### src/rtl/sprite_anim_engine.sv
// Pipelined sprite renderer: tear-free position, sprite ROM addressing with mirror, and frame animation.
// Colour/valid appear exactly two pixel clocks after the raster coordinate that produced them.
module sprite_anim_engine #(
  parameter int unsigned SPR_W       = 32,
  parameter int unsigned SPR_H       = 32,
  parameter int unsigned COLOR_W     = 3,
  parameter int unsigned NUM_FRAMES  = 4,
  parameter int unsigned FRAME_TICKS = 8,
  parameter int unsigned H_MAX       = 640,
  parameter int unsigned V_MAX       = 480
) (
  input  logic                                            clk,
  input  logic                                            reset,
  input  logic [9:0]                                      hcount,
  input  logic [9:0]                                      vcount,
  input  logic                                            frame_start,
  input  logic                                            pos_load,
  input  logic [9:0]                                      new_h,
  input  logic [9:0]                                      new_v,
  input  logic [1:0]                                      sprite_selec,
  input  logic                                            flip_h,
  input  logic                                            anim_en,
  input  logic                                            bounds_draw,
  output logic [1+$clog2(NUM_FRAMES*SPR_H*SPR_W):0]       rom_addr,
  input  logic [COLOR_W-1:0]                              rom_data,
  output logic [COLOR_W-1:0]                              pix_color,
  output logic                                            pix_valid,
  output logic [$clog2(NUM_FRAMES)-1:0]                   frame_idx
);

  localparam int unsigned ROW_W   = $clog2(SPR_H);
  localparam int unsigned COL_W   = $clog2(SPR_W);
  localparam int unsigned FRAME_W = $clog2(NUM_FRAMES);
  localparam int unsigned ADDR_W  = 2 + FRAME_W + ROW_W + COL_W;
  localparam int unsigned TICK_W  = (FRAME_TICKS > 1) ? $clog2(FRAME_TICKS) : 1;
  localparam int unsigned H_LIM   = H_MAX - SPR_W;
  localparam int unsigned V_LIM   = V_MAX - SPR_H;

  typedef enum logic [1:0] {
    S_IDLE  = 2'd0,
    S_RUN   = 2'd1,
    S_PAUSE = 2'd2
  } state_e;

  state_e              state_q, state_d;
  logic [FRAME_W-1:0]  frame_idx_q, frame_idx_d;
  logic [TICK_W-1:0]   ticks_q, ticks_d;
  logic [1:0]          pause_sel_q, pause_sel_d;

  logic [9:0]          shadow_h_q, shadow_h_d, shadow_v_q, shadow_v_d;
  logic [9:0]          act_h_q, act_h_d, act_v_q, act_v_d;

  logic [ADDR_W-1:0]   rom_addr_q, rom_addr_d;
  logic                hit_d1_q, hit_d2_q;

  logic [9:0]          h_clamp, v_clamp;
  logic [10:0]         h_ext, v_ext, ah_ext, av_ext;
  logic                hit;
  logic [ROW_W-1:0]    row;
  logic [COL_W-1:0]    col_raw, col;

  // Shadow position is clamped on load; frame_start commits it (including a same-cycle load).
  always_comb begin
    h_clamp    = ({1'b0, new_h} > 11'(H_LIM)) ? 10'(H_LIM) : new_h;
    v_clamp    = ({1'b0, new_v} > 11'(V_LIM)) ? 10'(V_LIM) : new_v;
    shadow_h_d = pos_load ? h_clamp : shadow_h_q;
    shadow_v_d = pos_load ? v_clamp : shadow_v_q;
    act_h_d    = frame_start ? shadow_h_d : act_h_q;
    act_v_d    = frame_start ? shadow_v_d : act_v_q;
  end

  // Stage 0: hit test at 11 bits so act+SPR_W never wraps, then form the ROM address.
  always_comb begin
    h_ext   = {1'b0, hcount};
    v_ext   = {1'b0, vcount};
    ah_ext  = {1'b0, act_h_q};
    av_ext  = {1'b0, act_v_q};
    hit     = bounds_draw
              && (h_ext >= ah_ext) && (h_ext < ah_ext + 11'(SPR_W))
              && (v_ext >= av_ext) && (v_ext < av_ext + 11'(SPR_H));
    row     = ROW_W'(vcount - act_v_q);
    col_raw = COL_W'(hcount - act_h_q);
    col     = flip_h ? (COL_W'(SPR_W - 1) - col_raw) : col_raw;
    rom_addr_d = hit ? {sprite_selec, frame_idx_q, row, col} : '0;
  end

  // Animation FSM; every transition and counter update is gated by frame_start.
  always_comb begin
    state_d     = state_q;
    frame_idx_d = frame_idx_q;
    ticks_d     = ticks_q;
    pause_sel_d = pause_sel_q;
    if (frame_start) begin
      if (anim_en) begin
        state_d = S_RUN;
        if (ticks_q == TICK_W'(FRAME_TICKS - 1)) begin
          ticks_d     = '0;
          frame_idx_d = frame_idx_q + FRAME_W'(1);
        end else begin
          ticks_d = ticks_q + TICK_W'(1);
        end
      end else begin
        case (state_q)
          S_RUN: begin
            state_d     = S_PAUSE;
            pause_sel_d = sprite_selec;
          end
          S_PAUSE: begin
            if (sprite_selec != pause_sel_q) begin
              state_d     = S_IDLE;
              frame_idx_d = '0;
              ticks_d     = '0;
            end
          end
          default: begin
            state_d     = S_IDLE;
            frame_idx_d = '0;
            ticks_d     = '0;
          end
        endcase
      end
    end
  end

  always_ff @(posedge clk or negedge reset) begin
    if (!reset) begin
      state_q     <= S_IDLE;
      frame_idx_q <= '0;
      ticks_q     <= '0;
      pause_sel_q <= '0;
      shadow_h_q  <= '0;
      shadow_v_q  <= '0;
      act_h_q     <= '0;
      act_v_q     <= '0;
      rom_addr_q  <= '0;
      hit_d1_q    <= 1'b0;
      hit_d2_q    <= 1'b0;
    end else begin
      state_q     <= state_d;
      frame_idx_q <= frame_idx_d;
      ticks_q     <= ticks_d;
      pause_sel_q <= pause_sel_d;
      shadow_h_q  <= shadow_h_d;
      shadow_v_q  <= shadow_v_d;
      act_h_q     <= act_h_d;
      act_v_q     <= act_v_d;
      rom_addr_q  <= rom_addr_d;
      hit_d1_q    <= hit;
      hit_d2_q    <= hit_d1_q;
    end
  end

  // The ROM's output register is the stage-2 pipeline register; qualify it here to hold 2-clk latency.
  assign rom_addr  = rom_addr_q;
  assign frame_idx = frame_idx_q;
  assign pix_valid = hit_d2_q & (rom_data != '0);
  assign pix_color = pix_valid ? rom_data : '0;

endmodule

### config.mk
export PLATFORM = sky130hd
export DESIGN_NAME = sprite_anim_engine
export DESIGN_NICKNAME = d
export VERILOG_FILES = /design/src/rtl/sprite_anim_engine.sv
export SDC_FILE = /design/constraint.sdc
export NUM_CORES = 1
export LEC_CHECK = 0
export BUFFER_PORTS_ARGS = -buffer_cell sky130_fd_sc_hd__buf_4
export CORE_MARGIN = 4
export CORE_UTILIZATION = 50
export DETAILED_ROUTE_END_ITERATION = 8
export PLACE_DENSITY = 0.73
export SETUP_SLACK_MARGIN = 0.3
export SLEW_MARGIN = 20
export SYNTH_ARGS = -nofsm -noshare
export SYNTH_HDL_FRONTEND = slang
export SYNTH_SLANG_ARGS = --single-unit
### constraint.sdc
create_clock -name clk -period 2 [get_ports clk]
set_input_delay 0.3 -clock clk [delete_from_list [all_inputs] [get_ports clk]]
set_output_delay 0.3 -clock clk [all_outputs]
set_load 0.005 [all_outputs]
**Word level (Yosys, flattened, before mapping)**

Index checks and enable logic that the tools add are counted.

- Eq/ne operators: 7
- Bitwise gates (word level): 2
- Reduce and logical (&&, ||, !) cells: 9
- $lt $le $gt $ge: 6
- Mux-type cells: 17
- $add $sub $neg: 7

Operator list:

| kind | number |
|---|---|
| 2-to-1 mux 10 bit | 4 |
| adder 10 x 6 -> 11 bit, second input constant | 2 |
| < comparator 10 x 11 -> 1 bit | 2 |
| >= comparator 10 bit | 2 |
| 2-to-1 mux 14 bit | 1 |
| 2-to-1 mux 3 bit | 4 |
| greater-than comparator 10 bit, second input constant | 1 |
| greater-than comparator 10 x 9 -> 1 bit, second input constant | 1 |
| subtractor 5 bit | 2 |
| 2-to-1 mux 2 bit | 4 |
| one-hot mux 2 bit (2 select lines) | 2 |
| one-hot mux 3 bit (2 select lines) | 1 |
| AND reduction 3 bit | 2 |
| 2-to-1 mux 5 bit | 1 |
| subtractor 5 bit, first input constant | 1 |
| logical AND 1 bit | 4 |
| AND reduction 4 bit | 1 |
| adder 3 x 1 -> 3 bit, second input constant | 1 |
| == test 3 bit, second input constant | 1 |
| inequality test 3 bit, second input constant | 1 |
| nonzero test 3 bit | 1 |
| adder 2 x 1 -> 2 bit, second input constant | 1 |
| == test 2 x 1 -> 1 bit, second input constant | 1 |
| == test 2 bit, second input constant | 1 |
| other kinds (6) | 6 |

- Register bits after elaboration: 65
- Logic and storage cells: 59
- Input bits: 52

**Longest topological paths before layout**

Gate-level depths: netlist of run 1.

- Depth after elaboration: 6
- Gate-level depth with buffers: 10
- Gate-level depth less buffers: 9

**Worst setup path after synthesis of run 1**

OpenSTA, ideal clock, no wires.

- Path type: flip-flop to flip-flop
- Start: reg act_v_q[5]
- End: reg rom_addr_q[12] (netlist: rom_addr[12])
- Library setup time: 0.129 ns
- Data arrival time: 1.965 ns
- Setup slack: -0.093 ns
- Stages on the path, launching flop included: 10
- Cells stage by stage: dfrtp_1 ha_1 xnor2_1 ha_1 o21a_1 o21a_1 o32ai_1 a31oi_1 buf_2 nor3b_2

- Cells in the longest elaborated chain, start to end: 4
- Elaborated cells between the ends (all ways): 6
- Those cells by class: add/sub: 1; order compare: 2; mux: 1; reduce/logical: 2

RTL lines:

| element | line | source |
|---|---|---|
| start: declaration | 51 | `logic [9:0] act_h_q, act_h_d, act_v_q, act_v_d;` |
| start signal: assignment | 146 | `act_v_q <= act_v_d;` |
| adder 10 x 6 -> 11 bit or >= comparator 10 bit (tied branches) | 80 | `&& (v_ext >= av_ext) && (v_ext < av_ext + 11'(SPR_H));` |
| < comparator 10 x 11 -> 1 bit or logical AND 1 bit (tied branches) | 80 |  |
| logical AND 1 bit (*) | 80 |  |
| 2-to-1 mux 14 bit (*) | 84 | `rom_addr_d = hit ? {sprite_selec, frame_idx_q, row, col} : '0;` |
| named net rom_addr_d[12] | 53 | `logic [ADDR_W-1:0] rom_addr_q, rom_addr_d;` |
| end signal: assignment | 147 | `rom_addr_q <= rom_addr_d;` |
| end: declaration | 53 |  |

Mark *: on every way through the listed nets, which the timed path passes. The rest lies on a longest branch.
A chain may end at the register's enable or synchronous reset.

**Worst setup path after layout of run 1**

- Start: reg act_h_q[5]
- End: reg rom_addr_q[9] (netlist: rom_addr[9])

- Cells in the longest elaborated chain, start to end: 6
- Elaborated cells between the ends (all ways): 8
- Those cells by class: add/sub: 1; order compare: 2; mux: 1; reduce/logical: 4

RTL lines:

| element | line | source |
|---|---|---|
| start: declaration | 51 |  |
| start signal: assignment | 145 | `act_h_q <= act_h_d;` |
| adder 10 x 6 -> 11 bit or >= comparator 10 bit (tied branches) | 79 | `&& (h_ext >= ah_ext) && (h_ext < ah_ext + 11'(SPR_W))` |
| < comparator 10 x 11 -> 1 bit or logical AND 1 bit (tied branches) | 79 |  |
| logical AND 1 bit (*) | 79 |  |
| logical AND 1 bit (*) (2 in series) | 80 |  |
| 2-to-1 mux 14 bit (*) | 84 |  |
| named net rom_addr_d[9] | 53 |  |

Marked as above.

==> flow_results.xml, run 1 <==
<?xml version="1.0" encoding="UTF-8"?>
<metrics>
  <group name="run_status">
    <metric name="result_of_the_run" unit="">finished with violations</metric>
    <metric name="violations" unit="">setup timing</metric>
  </group>
  <group name="sta">
    <metric name="max-slew-margin-rel" unit="%">46.1</metric>
    <metric name="hold_violations" unit="">0</metric>
    <metric name="hold-worst-slack" unit="ps">16.4</metric>
    <metric name="fmax" unit="GHz">0.461</metric>
    <metric name="finalSetupViolations" unit="">15</metric>
    <metric name="tightest_slew" unit="ps">809</metric>
    <metric name="finalMaxSlewViolations" unit="">0</metric>
    <metric name="timing.final.ws_setup" unit="ps">-170</metric>
    <metric name="rsz0062_at_grt" unit="">true</metric>
    <metric name="finalCriticalPeriod" unit="ps">2170</metric>
    <metric name="setup-tns-final" unit="ps">-1990</metric>
    <metric name="clock_skew" unit="ps">13.5</metric>
    <metric name="layout_worst_path_cycle_share" unit="%">109</metric>
  </group>
  <group name="pwr">
    <metric name="vdd.ir_drop.worst" unit="mV">0.398</metric>
    <metric name="power.leakage" unit="nW">2.37</metric>
    <metric name="power-per-cell-area" unit="nW/um2">774</metric>
  </group>
  <group name="routing">
    <metric name="dr.first_iter.drc_count" unit="">105</metric>
    <metric name="vias" unit="">2988</metric>
    <metric name="firstDrtPassIters" unit="">4</metric>
    <metric name="drcViolationCount" unit="">0</metric>
    <metric name="avgRoutedWirePerCell" unit="um">15.4</metric>
    <metric name="drt_wl_total" unit="um">8760</metric>
    <metric name="drt.antenna.violating_nets" unit="">0</metric>
    <metric name="vias_per_cell" unit="">5.25</metric>
  </group>
  <group name="die">
    <metric name="die_area" unit="um2">8800</metric>
    <metric name="ios" unit="">72</metric>
    <metric name="floorplan.initialDensity" unit="%">51.1</metric>
    <metric name="floorplan.die.height" unit="um">93.8</metric>
    <metric name="coreArea" unit="um2">7210</metric>
    <metric name="die_w" unit="um">93.8</metric>
    <metric name="placementRows" unit="">31</metric>
  </group>
  <group name="worst_setup_path">
    <metric name="worstPathCellList" unit="">ha_4 -&gt; inv_2 -&gt; ha_4 -&gt; nand4b_1 -&gt; a21oi_2 -&gt; o311ai_4 -&gt; o2111ai_4 -&gt; buf_12 -&gt; buf_16 -&gt; nor3_4</metric>
    <metric name="critical_path.most_common_cell" unit="">sky130_fd_sc_hd__ha_4</metric>
    <metric name="critical-path-slowest-cell" unit="">sky130_fd_sc_hd__dfrtp_2</metric>
    <metric name="cp_max_fo" unit="">7</metric>
    <metric name="r2r-end" unit="">rom_addr[9]</metric>
    <metric name="critPathKind" unit="">register to register</metric>
    <metric name="crit_buf_inv" unit="">3</metric>
    <metric name="reg2reg_setup_slack" unit="ps">-170</metric>
    <metric name="path_delay_family" unit="">compound AO/OA/AOI/OAI gates</metric>
    <metric name="r2r_start" unit="">act_h_q[5]</metric>
    <metric name="cp-end-kind" unit="">register</metric>
    <metric name="timing.reg2reg.worst_path_depth" unit="">10</metric>
    <metric name="timing.critical_path.required" unit="ps">2270</metric>
    <metric name="critPathMaxStageDelay" unit="ps">460</metric>
    <metric name="setup.worst_path.start_class" unit="">register</metric>
    <metric name="arrival" unit="ps">2440</metric>
  </group>
  <group name="clock_tree">
    <metric name="ctsHtreeMaxLevel" unit="">3</metric>
    <metric name="clkLatencyLatePin" unit="ps">350</metric>
    <metric name="clock_tree.root_cell" unit="">sky130_fd_sc_hd__clkbuf_8</metric>
    <metric name="cts_hold_buffers" unit="">0</metric>
    <metric name="numClockSinks" unit="">65</metric>
    <metric name="cts_tree" unit="">done</metric>
    <metric name="clk_pin_slew" unit="ps">70</metric>
    <metric name="max-clock-path-buffers" unit="">2</metric>
    <metric name="tritoncts.num_buffers" unit="">9</metric>
  </group>
  <group name="finish">
    <metric name="drive_above_1_share" unit="%">34.3</metric>
    <metric name="area_growth_syn_to_layout" unit="%">34.2</metric>
    <metric name="n_antenna_cell" unit="">0</metric>
    <metric name="layout.nets" unit="">553</metric>
    <metric name="stdcell_count" unit="">569</metric>
    <metric name="fillerInstances" unit="">582</metric>
  </group>
  <group name="synth">
    <metric name="synth_sequential_area_ratio" unit="%">44.2</metric>
    <metric name="synth_area" unit="um2">3680</metric>
    <metric name="synth-async-reset-ratio" unit="%">100</metric>
    <metric name="synth_edf_count" unit="">0</metric>
    <metric name="yosysWarnings" unit="">0</metric>
    <metric name="synthFlopType" unit="">sky130_fd_sc_hd__dfrtp_1</metric>
    <metric name="post_synth.cell_area_avg" unit="um2">10.1</metric>
    <metric name="synthDistinctLibCells" unit="">52</metric>
    <metric name="synthCells" unit="">366</metric>
    <metric name="synth_seq_cells" unit="">65</metric>
    <metric name="synth.net_count" unit="">454</metric>
  </group>
  <group name="grt">
    <metric name="grt_overflow" unit="">0</metric>
    <metric name="number_of_antenna_violations_at_the_first_check_in_global_routing" unit="">0</metric>
    <metric name="gr-usage-all-layers" unit="%">19.7</metric>
    <metric name="grt_max_degree" unit="">66</metric>
    <metric name="grt_first_pass_wirelength" unit="um">13600</metric>
    <metric name="vias_in_the_first_global_route" unit="">2860</metric>
  </group>
  <group name="place">
    <metric name="detailed_place_hpwl" unit="um">5970</metric>
    <metric name="placement.io_buffers" unit="">71</metric>
    <metric name="place_congestion" unit="">0.868</metric>
    <metric name="dp_cells" unit="">542</metric>
    <metric name="dp_worst_setup_slack" unit="ps">-383</metric>
  </group>
  <group name="job">
    <metric name="timing.max_cap.violations" unit="">0</metric>
  </group>
  <group name="hold_path">
    <metric name="worstHoldPathType" unit="">input port to asynchronous set/reset pin</metric>
  </group>
</metrics>
-- cell families after synthesis --
family	synth area share [%]
compound gates	15.8
xor+xnor	4.52
fa+ha+maj	12.6
buf+inv	4.72
flops	44.2
mux	1.22
simple gates	16.9
-- Yosys cell counts (all sizes together), types with 8 or more instances --
master / count / share of area, %
a21oi: 24 / 3.4
a31oi: 14 / 2.4
dfrtp: 65 / 44
ha: 34 / 12
inv: 33 / 3.4
nand2: 33 / 3.4
nand2b: 9 / 1.5
nor2: 27 / 2.8
nor2b: 8 / 1.4
nor3: 10 / 2.4
o21ai: 17 / 2.3
xnor2: 13 / 3.1
-- power breakdown --
part | leakage (nW) | switching, mW | internal (mW)
clock | 0.0953 | 0.522 | 0.605
combinational | 1.45 | 0.579 | 0.586
sequential | 0.822 | 0.0868 | 1.45
-- stage by stage --
stage                     total power, mW  cell area, um2  util [%]
after floorplan                      2.17            3740         -
final                                3.82            4940      68.5
after detailed placement             2.53            4480      62.1
after global placement               2.50            4480      62.1
after global routing                 4.03            4940      68.5
after CTS                            3.75            4830      66.9
-- how the worst max path moves through the flow --
stage | to | startpoint | depth (start not counted) | slack [ps]
final | rom_addr[9] | act_h_q[5] | 10 | -170
after CTS | rom_addr[8] | act_h_q[5] | 9 | -130
after detailed placement | rom_addr[6] | act_v_q[6] | 8 | -380
after global placement | rom_addr[3] | act_v_q[6] | 8 | -280
after global routing | rom_addr[8] | act_h_q[5] | 10 | -250
after floorplan | rom_addr[12] | act_h_q[5] | 8 | 40
-- timing repair --
item,CTS,global route
cloned,1,0
pin swaps,1,7
endpoints found under the setup margin,15,16
gates resized for setup,10,14
buffers inserted,7,3
-- placed cells by master, fill, tap and decap left out, types with 5 or more instances in the layout --
cell type                   n
sky130_fd_sc_hd__a21o_1     6
sky130_fd_sc_hd__a21oi_1   20
sky130_fd_sc_hd__a31oi_1   12
sky130_fd_sc_hd__buf_4     94
sky130_fd_sc_hd__clkbuf_8  10
sky130_fd_sc_hd__dfrtp_1   64
sky130_fd_sc_hd__ha_1      28
sky130_fd_sc_hd__inv_1     30
sky130_fd_sc_hd__nand2_1   33
sky130_fd_sc_hd__nand2b_1   9
sky130_fd_sc_hd__nor2_1    27
sky130_fd_sc_hd__nor2b_1    8
sky130_fd_sc_hd__nor3_2     6
sky130_fd_sc_hd__nor3b_2    5
sky130_fd_sc_hd__o21a_1     7
sky130_fd_sc_hd__o21ai_0   16
sky130_fd_sc_hd__xnor2_1   13
sky130_fd_sc_hd__xor2_1     6
-- area by class of cell --
type	instances	area, um2	share of cell area (%)
tap	99	124	2.51
inverter	33	124	2.51
clock inverter	5	55.1	1.11
multi-input combinational	257	2060	41.6
clock buffer	11	141	2.86
sequential	65	1630	32.9
timing repair buffer	99	813	16.5
-- sequential cells by signal, indices dropped and copies added (netlist names) --
name and count:
act_h_q 10, shadow_v_q 10, act_v_q 10, frame_idx 2, rom_addr 14, ticks_q 3, pause_sel_q 2, shadow_h_q 10
hit_d2_q 1, hit_d1_q 1, state_q 2
-- metal layers --
metal / track usage, % / vias up / share of wire (%)
met3: 5.13 / 11 / 5.0
li1: - / 1472 / -
met5: 0 / - / 0
met4: 6.02 / 0 / 1.2
met1: 26.9 / 1431 / 45
met2: 30.9 / 74 / 49
Power figures use the tool's default switching activity.
==> inputs of run 2 (changes only) <==
--- a/config.mk
+++ b/config.mk
@@ -10,7 +10,6 @@
 export CORE_UTILIZATION = 50
 export DETAILED_ROUTE_END_ITERATION = 8
 export PLACE_DENSITY = 0.73
-export SETUP_SLACK_MARGIN = 0.3
 export SLEW_MARGIN = 20
 export SYNTH_ARGS = -nofsm -noshare
 export SYNTH_HDL_FRONTEND = slang
==> constraint.sdc (replaced) <==
create_clock -name clk -period 2 [get_ports clk]
set_input_delay 0.3 -clock clk [delete_from_list [all_inputs] [get_ports clk]]
set_output_delay 0.3 -clock clk [all_outputs]
set_load 0.02 [all_outputs]
==> run 2 against run 1 <==
Compared with the run above: highest routed layer unchanged; final cell count decreased by 0.53%; non-clock buffer count decreased by 4; the flow still finishes with violations (setup timing); clock power increased by 12%; largest cell class unchanged.
==> flow_results.xml, run 2 (synthesis results as in run 1) <==
<?xml version="1.0" encoding="UTF-8"?>
<metrics>
  <group name="grt">
    <metric name="vias_in_the_first_global_route" unit="">2908</metric>
    <metric name="grt_first_pass_wirelength" unit="um">13700</metric>
    <metric name="number_of_antenna_violations_at_the_first_check_in_global_routing" unit="">0</metric>
    <metric name="gr-usage-all-layers" unit="%">19.8</metric>
    <metric name="grt_overflow" unit="">0</metric>
    <metric name="grt_max_degree" unit="">66</metric>
  </group>
  <group name="pwr">
    <metric name="power" unit="mW">3.95</metric>
    <metric name="total_switching_power" unit="mW">1.22</metric>
    <metric name="power-per-cell-area" unit="nW/um2">804</metric>
    <metric name="power.sequential.fraction" unit="%">38.8</metric>
    <metric name="p_int" unit="mW">2.73</metric>
    <metric name="vdd.ir_drop.worst" unit="mV">0.392</metric>
    <metric name="swShare" unit="%">30.9</metric>
    <metric name="clock_power_share" unit="%">32.1</metric>
    <metric name="comb_power_share" unit="%">29.2</metric>
    <metric name="power.leakage" unit="nW">2.36</metric>
  </group>
  <group name="routing">
    <metric name="vias_per_cell" unit="">5.27</metric>
    <metric name="firstDrtPassIters" unit="">4</metric>
    <metric name="drt_wl_total" unit="um">8420</metric>
    <metric name="drt.antenna.violating_nets" unit="">0</metric>
    <metric name="vias" unit="">2983</metric>
    <metric name="avgRoutedWirePerCell" unit="um">14.9</metric>
    <metric name="dr.first_iter.drc_count" unit="">105</metric>
    <metric name="drcViolationCount" unit="">0</metric>
  </group>
  <group name="sta">
    <metric name="finalCriticalPeriod" unit="ps">2170</metric>
    <metric name="setup-tns-final" unit="ps">-1880</metric>
    <metric name="tightest_slew" unit="ps">809</metric>
    <metric name="timing.final.ws_setup" unit="ps">-168</metric>
    <metric name="finalMaxSlewViolations" unit="">0</metric>
    <metric name="clock_skew" unit="ps">17.2</metric>
    <metric name="hold-worst-slack" unit="ps">36.9</metric>
    <metric name="rsz0062_at_grt" unit="">true</metric>
    <metric name="finalSetupViolations" unit="">15</metric>
    <metric name="layout_worst_path_cycle_share" unit="%">108</metric>
    <metric name="hold_violations" unit="">0</metric>
    <metric name="max-slew-margin-rel" unit="%">46.0</metric>
    <metric name="fmax" unit="GHz">0.461</metric>
  </group>
  <group name="clock_tree">
    <metric name="clkLatencyLatePin" unit="ps">350</metric>
    <metric name="clock_tree.root_cell" unit="">sky130_fd_sc_hd__clkbuf_8</metric>
    <metric name="tritoncts.num_buffers" unit="">9</metric>
    <metric name="numClockSinks" unit="">65</metric>
    <metric name="max-clock-path-buffers" unit="">2</metric>
    <metric name="clk_pin_slew" unit="ps">70</metric>
    <metric name="ctsHtreeMaxLevel" unit="">3</metric>
    <metric name="cts_hold_buffers" unit="">0</metric>
    <metric name="cts_tree" unit="">done</metric>
  </group>
  <group name="worst_setup_path">
    <metric name="reg2reg_setup_slack" unit="ps">-170</metric>
    <metric name="arrival" unit="ps">2430</metric>
    <metric name="timing.reg2reg.worst_path_depth" unit="">9</metric>
    <metric name="setup.worst_path.start_class" unit="">register</metric>
    <metric name="critPathKind" unit="">register to register</metric>
    <metric name="timing.critical_path.required" unit="ps">2260</metric>
    <metric name="r2r_start" unit="">act_h_q[6]</metric>
    <metric name="r2r-end" unit="">rom_addr[6]</metric>
    <metric name="cp_max_fo" unit="">8</metric>
    <metric name="cp-end-kind" unit="">register</metric>
  </group>
  <group name="die">
    <metric name="ios" unit="">72</metric>
    <metric name="floorplan.die.height" unit="um">93.8</metric>
    <metric name="placementRows" unit="">31</metric>
    <metric name="floorplan.initialDensity" unit="%">51.1</metric>
    <metric name="die_area" unit="um2">8800</metric>
    <metric name="die_w" unit="um">93.8</metric>
    <metric name="coreArea" unit="um2">7210</metric>
  </group>
  <group name="finish">
    <metric name="largest_register_ff_count" unit="">14</metric>
    <metric name="drive_above_1_share" unit="%">33.0</metric>
    <metric name="layout_commonest_cell" unit="">sky130_fd_sc_hd__buf_4</metric>
    <metric name="layout.nets" unit="">550</metric>
    <metric name="area_growth_syn_to_layout" unit="%">33.3</metric>
    <metric name="fillerInstances" unit="">561</metric>
    <metric name="most-common-layout-cells" unit="">sky130_fd_sc_hd__buf_4 (93), sky130_fd_sc_hd__dfrtp_1 (64), sky130_fd_sc_hd__nand2_1 (33)</metric>
    <metric name="n_antenna_cell" unit="">0</metric>
  </group>
  <group name="job">
    <metric name="timing.max_cap.violations" unit="">0</metric>
  </group>
  <group name="place">
    <metric name="place_congestion" unit="">0.826</metric>
    <metric name="dp_worst_setup_slack" unit="ps">-460</metric>
    <metric name="placement.io_buffers" unit="">71</metric>
    <metric name="detailed_place_hpwl" unit="um">5990</metric>
  </group>
  <group name="run_status">
    <metric name="violations" unit="">setup timing</metric>
    <metric name="result_of_the_run" unit="">finished with violations</metric>
  </group>
  <group name="hold_path">
    <metric name="worstHoldPathType" unit="">input port to asynchronous set/reset pin</metric>
  </group>
</metrics>
run 2: changes by cell type in the layout (fill, tap and decap cells not counted), sizes merged:
cell,change
a31oi,+1
buf,-5
bufinv,+1
clkinvlp,-1
inv,+1
run 2: worst max-delay path by stage:
stage	slack, ps	to	startpoint	cells after the start
2_1_floorplan	4	rom_addr[12]	act_v_q[5]	9
3_5_place_dp	-460	rom_addr[6]	act_v_q[5]	8
6_report	-170	rom_addr[6]	act_h_q[6]	9
4_1_cts	-130	rom_addr[6]	act_h_q[5]	9
5_1_grt	-270	rom_addr[6]	act_h_q[6]	9
3_3_place_gp	-320	rom_addr[10]	act_v_q[5]	8
run 2: stage by stage:
step                std cells  util (%)  area [um2]
detailed placement        544      61.8        4460
CTS                       561      66.3        4780
floorplan                 366         -        3700
finish                    566      68.1        4910
global route              566      68.1        4910
global placement          544      61.8        4460
run 2: layout make-up:
type                    count  area, um2  area share (%)
clock inverters             6       90.1            1.83
repair buffers             95        743            15.1
multi-input cells         258       2060            42.0
flip-flops and latches     65       1630            33.1
clock buffers              10        138            2.80
well taps                  99        124            2.52
inverters                  33        124            2.52
run 2: critical path: stages, from the launching register on:
cell                        delay [ps]
sky130_fd_sc_hd__dfrtp_1           430
sky130_fd_sc_hd__nand3_2           130
sky130_fd_sc_hd__xnor2_2           150
sky130_fd_sc_hd__ha_1              290
sky130_fd_sc_hd__a21o_1            190
sky130_fd_sc_hd__a21o_1            170
sky130_fd_sc_hd__a21oi_2           180
sky130_fd_sc_hd__o2111ai_4         180
sky130_fd_sc_hd__buf_12            190
sky130_fd_sc_hd__nor3b_4           180
run 2: power by group through the flow:
stage	Clock (mW)	Combinational (mW)	Sequential, mW
floorplan	0	0.622	1.57
global placement	0	0.983	1.54
detailed placement	0	1.01	1.55
CTS	1.28	1.09	1.53
global route	1.35	1.27	1.55
finish	1.27	1.15	1.53
run 2: timing repair:
action / in CTS / in global routing
gates resized for setup: 14 / 16
pin swaps: 0 / 11
cloned: 1 / 1
buffers inserted: 0 / 4
setup endpoints to repair: 15 / 15
run 2: layer usage:
metal | part of all wire (%) | wire length (um) | vias up | global-route usage, %
met3 | 4.8 | 405 | 13 | 4.01
li1 | - | - | 1462 | -
met2 | 47 | 3940 | 81 | 30.9
met5 | 0 | 0 | - | 0
met1 | 47 | 3960 | 1427 | 27.6
met4 | 1.3 | 112 | 0 | 6.50
==> inputs of run 3 (changes only) <==
--- a/config.mk
+++ b/config.mk
@@ -5,11 +5,13 @@
 export SDC_FILE = /design/constraint.sdc
 export NUM_CORES = 1
 export LEC_CHECK = 0
+export ABC_AREA = 1
 export BUFFER_PORTS_ARGS = -buffer_cell sky130_fd_sc_hd__buf_4
 export CORE_MARGIN = 4
 export CORE_UTILIZATION = 50
 export DETAILED_ROUTE_END_ITERATION = 8
-export PLACE_DENSITY = 0.73
+export GPL_TIMING_DRIVEN = 1
+export PLACE_DENSITY = 0.75
 export SLEW_MARGIN = 20
 export SYNTH_ARGS = -nofsm -noshare
 export SYNTH_HDL_FRONTEND = slang
==> run 3 against run 2 <==
Compared with the run above: the flow still finishes with violations (setup timing); final cell count grew 16%; synthesized cell count grew 28%; die area grew 3.4%; worst hold slack gained 11 ps; sequential share of layout area shrank 0.076 points; sequential cell count is the same; register-to-register slack gained 160 ps; global-route usage shrank 1.8 points; clock power is essentially flat; combinational power shrank 11%; critical path type unchanged.
==> flow_results.xml, run 3 <==
<?xml version="1.0" encoding="UTF-8"?>
<metrics>
  <group name="grt">
    <metric name="gr-usage-all-layers" unit="%">18.0</metric>
    <metric name="grt_first_pass_wirelength" unit="um">12700</metric>
    <metric name="grt_overflow" unit="">0</metric>
    <metric name="number_of_antenna_violations_at_the_first_check_in_global_routing" unit="">0</metric>
    <metric name="grt_max_degree" unit="">66</metric>
    <metric name="vias_in_the_first_global_route" unit="">2960</metric>
  </group>
  <group name="worst_setup_path">
    <metric name="timing.critical_path.required" unit="ps">2250</metric>
    <metric name="critPathKind" unit="">register to register</metric>
    <metric name="setup.worst_path.start_class" unit="">register</metric>
    <metric name="r2r-end" unit="">rom_addr[4]</metric>
    <metric name="critical-path-slowest-cell" unit="">sky130_fd_sc_hd__dfrtp_1</metric>
    <metric name="worstPathCellList" unit="">ha_4 -&gt; inv_2 -&gt; ha_4 -&gt; nand2_2 -&gt; nand2_1 -&gt; a21oi_2 -&gt; nand2_1 -&gt; nand2_1 -&gt; nand2_1 -&gt; nand2_1 -&gt; nand3_2 -&gt; buf_12 -&gt; nor3_4</metric>
    <metric name="cp_max_fo" unit="">8</metric>
    <metric name="arrival" unit="ps">2260</metric>
    <metric name="reg2reg_setup_slack" unit="ps">-9</metric>
    <metric name="critPathMaxStageDelay" unit="ps">430</metric>
    <metric name="timing.reg2reg.worst_path_depth" unit="">13</metric>
    <metric name="path_delay_family" unit="">simple AND/OR/NAND/NOR gates</metric>
    <metric name="critical_path.most_common_cell" unit="">sky130_fd_sc_hd__nand2_1</metric>
    <metric name="r2r_start" unit="">act_h_q[5]</metric>
    <metric name="crit_buf_inv" unit="">2</metric>
    <metric name="cp-end-kind" unit="">register</metric>
  </group>
  <group name="routing">
    <metric name="drt_wl_total" unit="um">8350</metric>
    <metric name="vias" unit="">3230</metric>
    <metric name="vias_per_cell" unit="">4.92</metric>
    <metric name="drcViolationCount" unit="">0</metric>
    <metric name="avgRoutedWirePerCell" unit="um">12.7</metric>
    <metric name="drt.antenna.violating_nets" unit="">0</metric>
    <metric name="dr.first_iter.drc_count" unit="">128</metric>
    <metric name="firstDrtPassIters" unit="">4</metric>
  </group>
  <group name="sta">
    <metric name="clock_skew" unit="ps">12.5</metric>
    <metric name="finalSetupViolations" unit="">4</metric>
    <metric name="fmax" unit="GHz">0.498</metric>
    <metric name="layout_worst_path_cycle_share" unit="%">100</metric>
    <metric name="timing.final.ws_setup" unit="ps">-8.89</metric>
    <metric name="tightest_slew" unit="ps">786</metric>
    <metric name="setup-tns-final" unit="ps">-19.3</metric>
    <metric name="finalMaxSlewViolations" unit="">0</metric>
    <metric name="max-slew-margin-rel" unit="%">47.6</metric>
    <metric name="hold_violations" unit="">0</metric>
    <metric name="finalCriticalPeriod" unit="ps">2010</metric>
    <metric name="rsz0062_at_grt" unit="">true</metric>
  </group>
  <group name="pwr">
    <metric name="vdd.ir_drop.worst" unit="mV">0.381</metric>
    <metric name="power.leakage" unit="nW">2.56</metric>
    <metric name="power-per-cell-area" unit="nW/um2">769</metric>
    <metric name="power" unit="mW">3.78</metric>
  </group>
  <group name="run_status">
    <metric name="violations" unit="">setup timing</metric>
    <metric name="result_of_the_run" unit="">finished with violations</metric>
  </group>
  <group name="die">
    <metric name="placementRows" unit="">31</metric>
    <metric name="ios" unit="">72</metric>
    <metric name="die_area" unit="um2">9100</metric>
    <metric name="coreArea" unit="um2">7330</metric>
    <metric name="die_w" unit="um">95.4</metric>
    <metric name="floorplan.die.height" unit="um">95.4</metric>
    <metric name="floorplan.initialDensity" unit="%">52.1</metric>
  </group>
  <group name="synth">
    <metric name="synth-async-reset-ratio" unit="%">100</metric>
    <metric name="yosys.area.top_type" unit="">sky130_fd_sc_hd__dfrtp_1</metric>
    <metric name="post_synth.cell_area_avg" unit="um2">8.15</metric>
    <metric name="synth.top_cells.by_area" unit="">sky130_fd_sc_hd__dfrtp_1 (43%), sky130_fd_sc_hd__nand2_1 (13%), sky130_fd_sc_hd__ha_1 (11%)</metric>
    <metric name="synth_sequential_area_ratio" unit="%">42.6</metric>
    <metric name="yosysWarnings" unit="">0</metric>
    <metric name="synthDistinctLibCells" unit="">32</metric>
    <metric name="synthFlopType" unit="">sky130_fd_sc_hd__dfrtp_1</metric>
    <metric name="synth_area" unit="um2">3820</metric>
    <metric name="synth_seq_cells" unit="">65</metric>
    <metric name="synth_edf_count" unit="">0</metric>
    <metric name="yosys.area.top_type_share" unit="%">42.6</metric>
    <metric name="synthMostInstantiatedCell" unit="">sky130_fd_sc_hd__nand2_1</metric>
    <metric name="synthCells" unit="">469</metric>
    <metric name="synthTopCellsByCount" unit="">sky130_fd_sc_hd__nand2_1 (128), sky130_fd_sc_hd__inv_1 (67), sky130_fd_sc_hd__dfrtp_1 (65), sky130_fd_sc_hd__ha_1 (34)</metric>
    <metric name="synth.net_count" unit="">557</metric>
  </group>
  <group name="clock_tree">
    <metric name="clk_pin_slew" unit="ps">70</metric>
    <metric name="cts_tree" unit="">done</metric>
    <metric name="clock_tree.root_cell" unit="">sky130_fd_sc_hd__clkbuf_8</metric>
    <metric name="tritoncts.num_buffers" unit="">9</metric>
    <metric name="numClockSinks" unit="">65</metric>
    <metric name="clkLatencyLatePin" unit="ps">340</metric>
    <metric name="max-clock-path-buffers" unit="">2</metric>
    <metric name="cts_hold_buffers" unit="">0</metric>
    <metric name="ctsHtreeMaxLevel" unit="">3</metric>
  </group>
  <group name="place">
    <metric name="detailed_place_hpwl" unit="um">6040</metric>
    <metric name="place_congestion" unit="">0.805</metric>
    <metric name="placement.io_buffers" unit="">71</metric>
    <metric name="dp_worst_setup_slack" unit="ps">-70.9</metric>
  </group>
  <group name="finish">
    <metric name="most-common-layout-cells" unit="">sky130_fd_sc_hd__nand2_1 (125), sky130_fd_sc_hd__buf_4 (78), sky130_fd_sc_hd__dfrtp_1 (65)</metric>
    <metric name="drive_above_1_share" unit="%">25.0</metric>
    <metric name="n_antenna_cell" unit="">0</metric>
    <metric name="layout_commonest_cell" unit="">sky130_fd_sc_hd__nand2_1</metric>
    <metric name="area_growth_syn_to_layout" unit="%">28.7</metric>
    <metric name="layout.nets" unit="">640</metric>
    <metric name="largest_register_ff_count" unit="">14</metric>
  </group>
  <group name="job">
    <metric name="timing.max_cap.violations" unit="">0</metric>
  </group>
  <group name="hold_path">
    <metric name="worstHoldPathType" unit="">input port to asynchronous set/reset pin</metric>
  </group>
</metrics>
-- run 3: cell type report --
class                           count  area (um2)
Sequential cell                    65        1630
Timing Repair Buffer               81         642
Tap cell                           99         124
Clock buffer                       12         155
Multi-Input combinational cell    325        2030
Inverter                           70         263
Fill cell                         614        2410
Clock inverter                      4        75.1
-- run 3: where the power goes --
part           internal [mW]  switching, mW
Sequential              1.44         0.0703
Combinational          0.433          0.585
Clock                  0.771          0.490
-- run 3: kinds of logic (layout without fill, tap and decap cells) --
family | count (synthesis) | after routing | synth area share, %
flip-flops | 65 | 65 | 42.6
adder cells (fa/ha/maj) | 36 | 36 | 12.2
buffers and inverters | 80 | 167 | 8.25
AO/OA/AOI/OAI | 55 | 55 | 7.66
XOR/XNOR | 18 | 18 | 4.13
AND/OR/NAND/NOR | 215 | 216 | 25.2
-- run 3: metal layers --
metal	up-vias	track usage, %	routed length [um]
li1	1665	-	-
met1	1477	22.6	3670
met2	80	30.2	4090
met3	8	3.31	465
met4	0	7.82	125
met5	-	0	0
-- run 3: worst max-delay path by stage --
stage | startpoint | endpoint | slack, ps | cells after the start
global placement | act_v_q[6] | rom_addr[1] | 40 | 9
detailed placement | act_v_q[6] | rom_addr[1] | -70 | 9
global route | act_h_q[5] | rom_addr[2] | -140 | 13
CTS | act_v_q[6] | rom_addr[4] | -30 | 9
floorplan | act_h_q[5] | rom_addr[4] | 130 | 13
finish | act_h_q[5] | rom_addr[4] | -9 | 13
-- run 3: timing repair --
action / 4_1_cts / 5_1_grt
resized for setup: 1 / 30
pin swaps: 2 / 26
gates cloned: 0 / 2
setup buffers: 0 / 3
endpoints found under the setup margin: 15 / 15
-- run 3: metrics by stage --
step / cell area (um2) / hold slack, ps / util [%] / cells
after CTS: 4720 / 66.5 / 64.4 / 651
after floorplan: 3820 / 4.41 / - / 469
after global placement: 4480 / 335 / 61.2 / 635
after detailed placement: 4480 / 339 / 61.2 / 635
after global routing: 4920 / 107 / 67.1 / 656
final: 4920 / 47.8 / 67.1 / 656
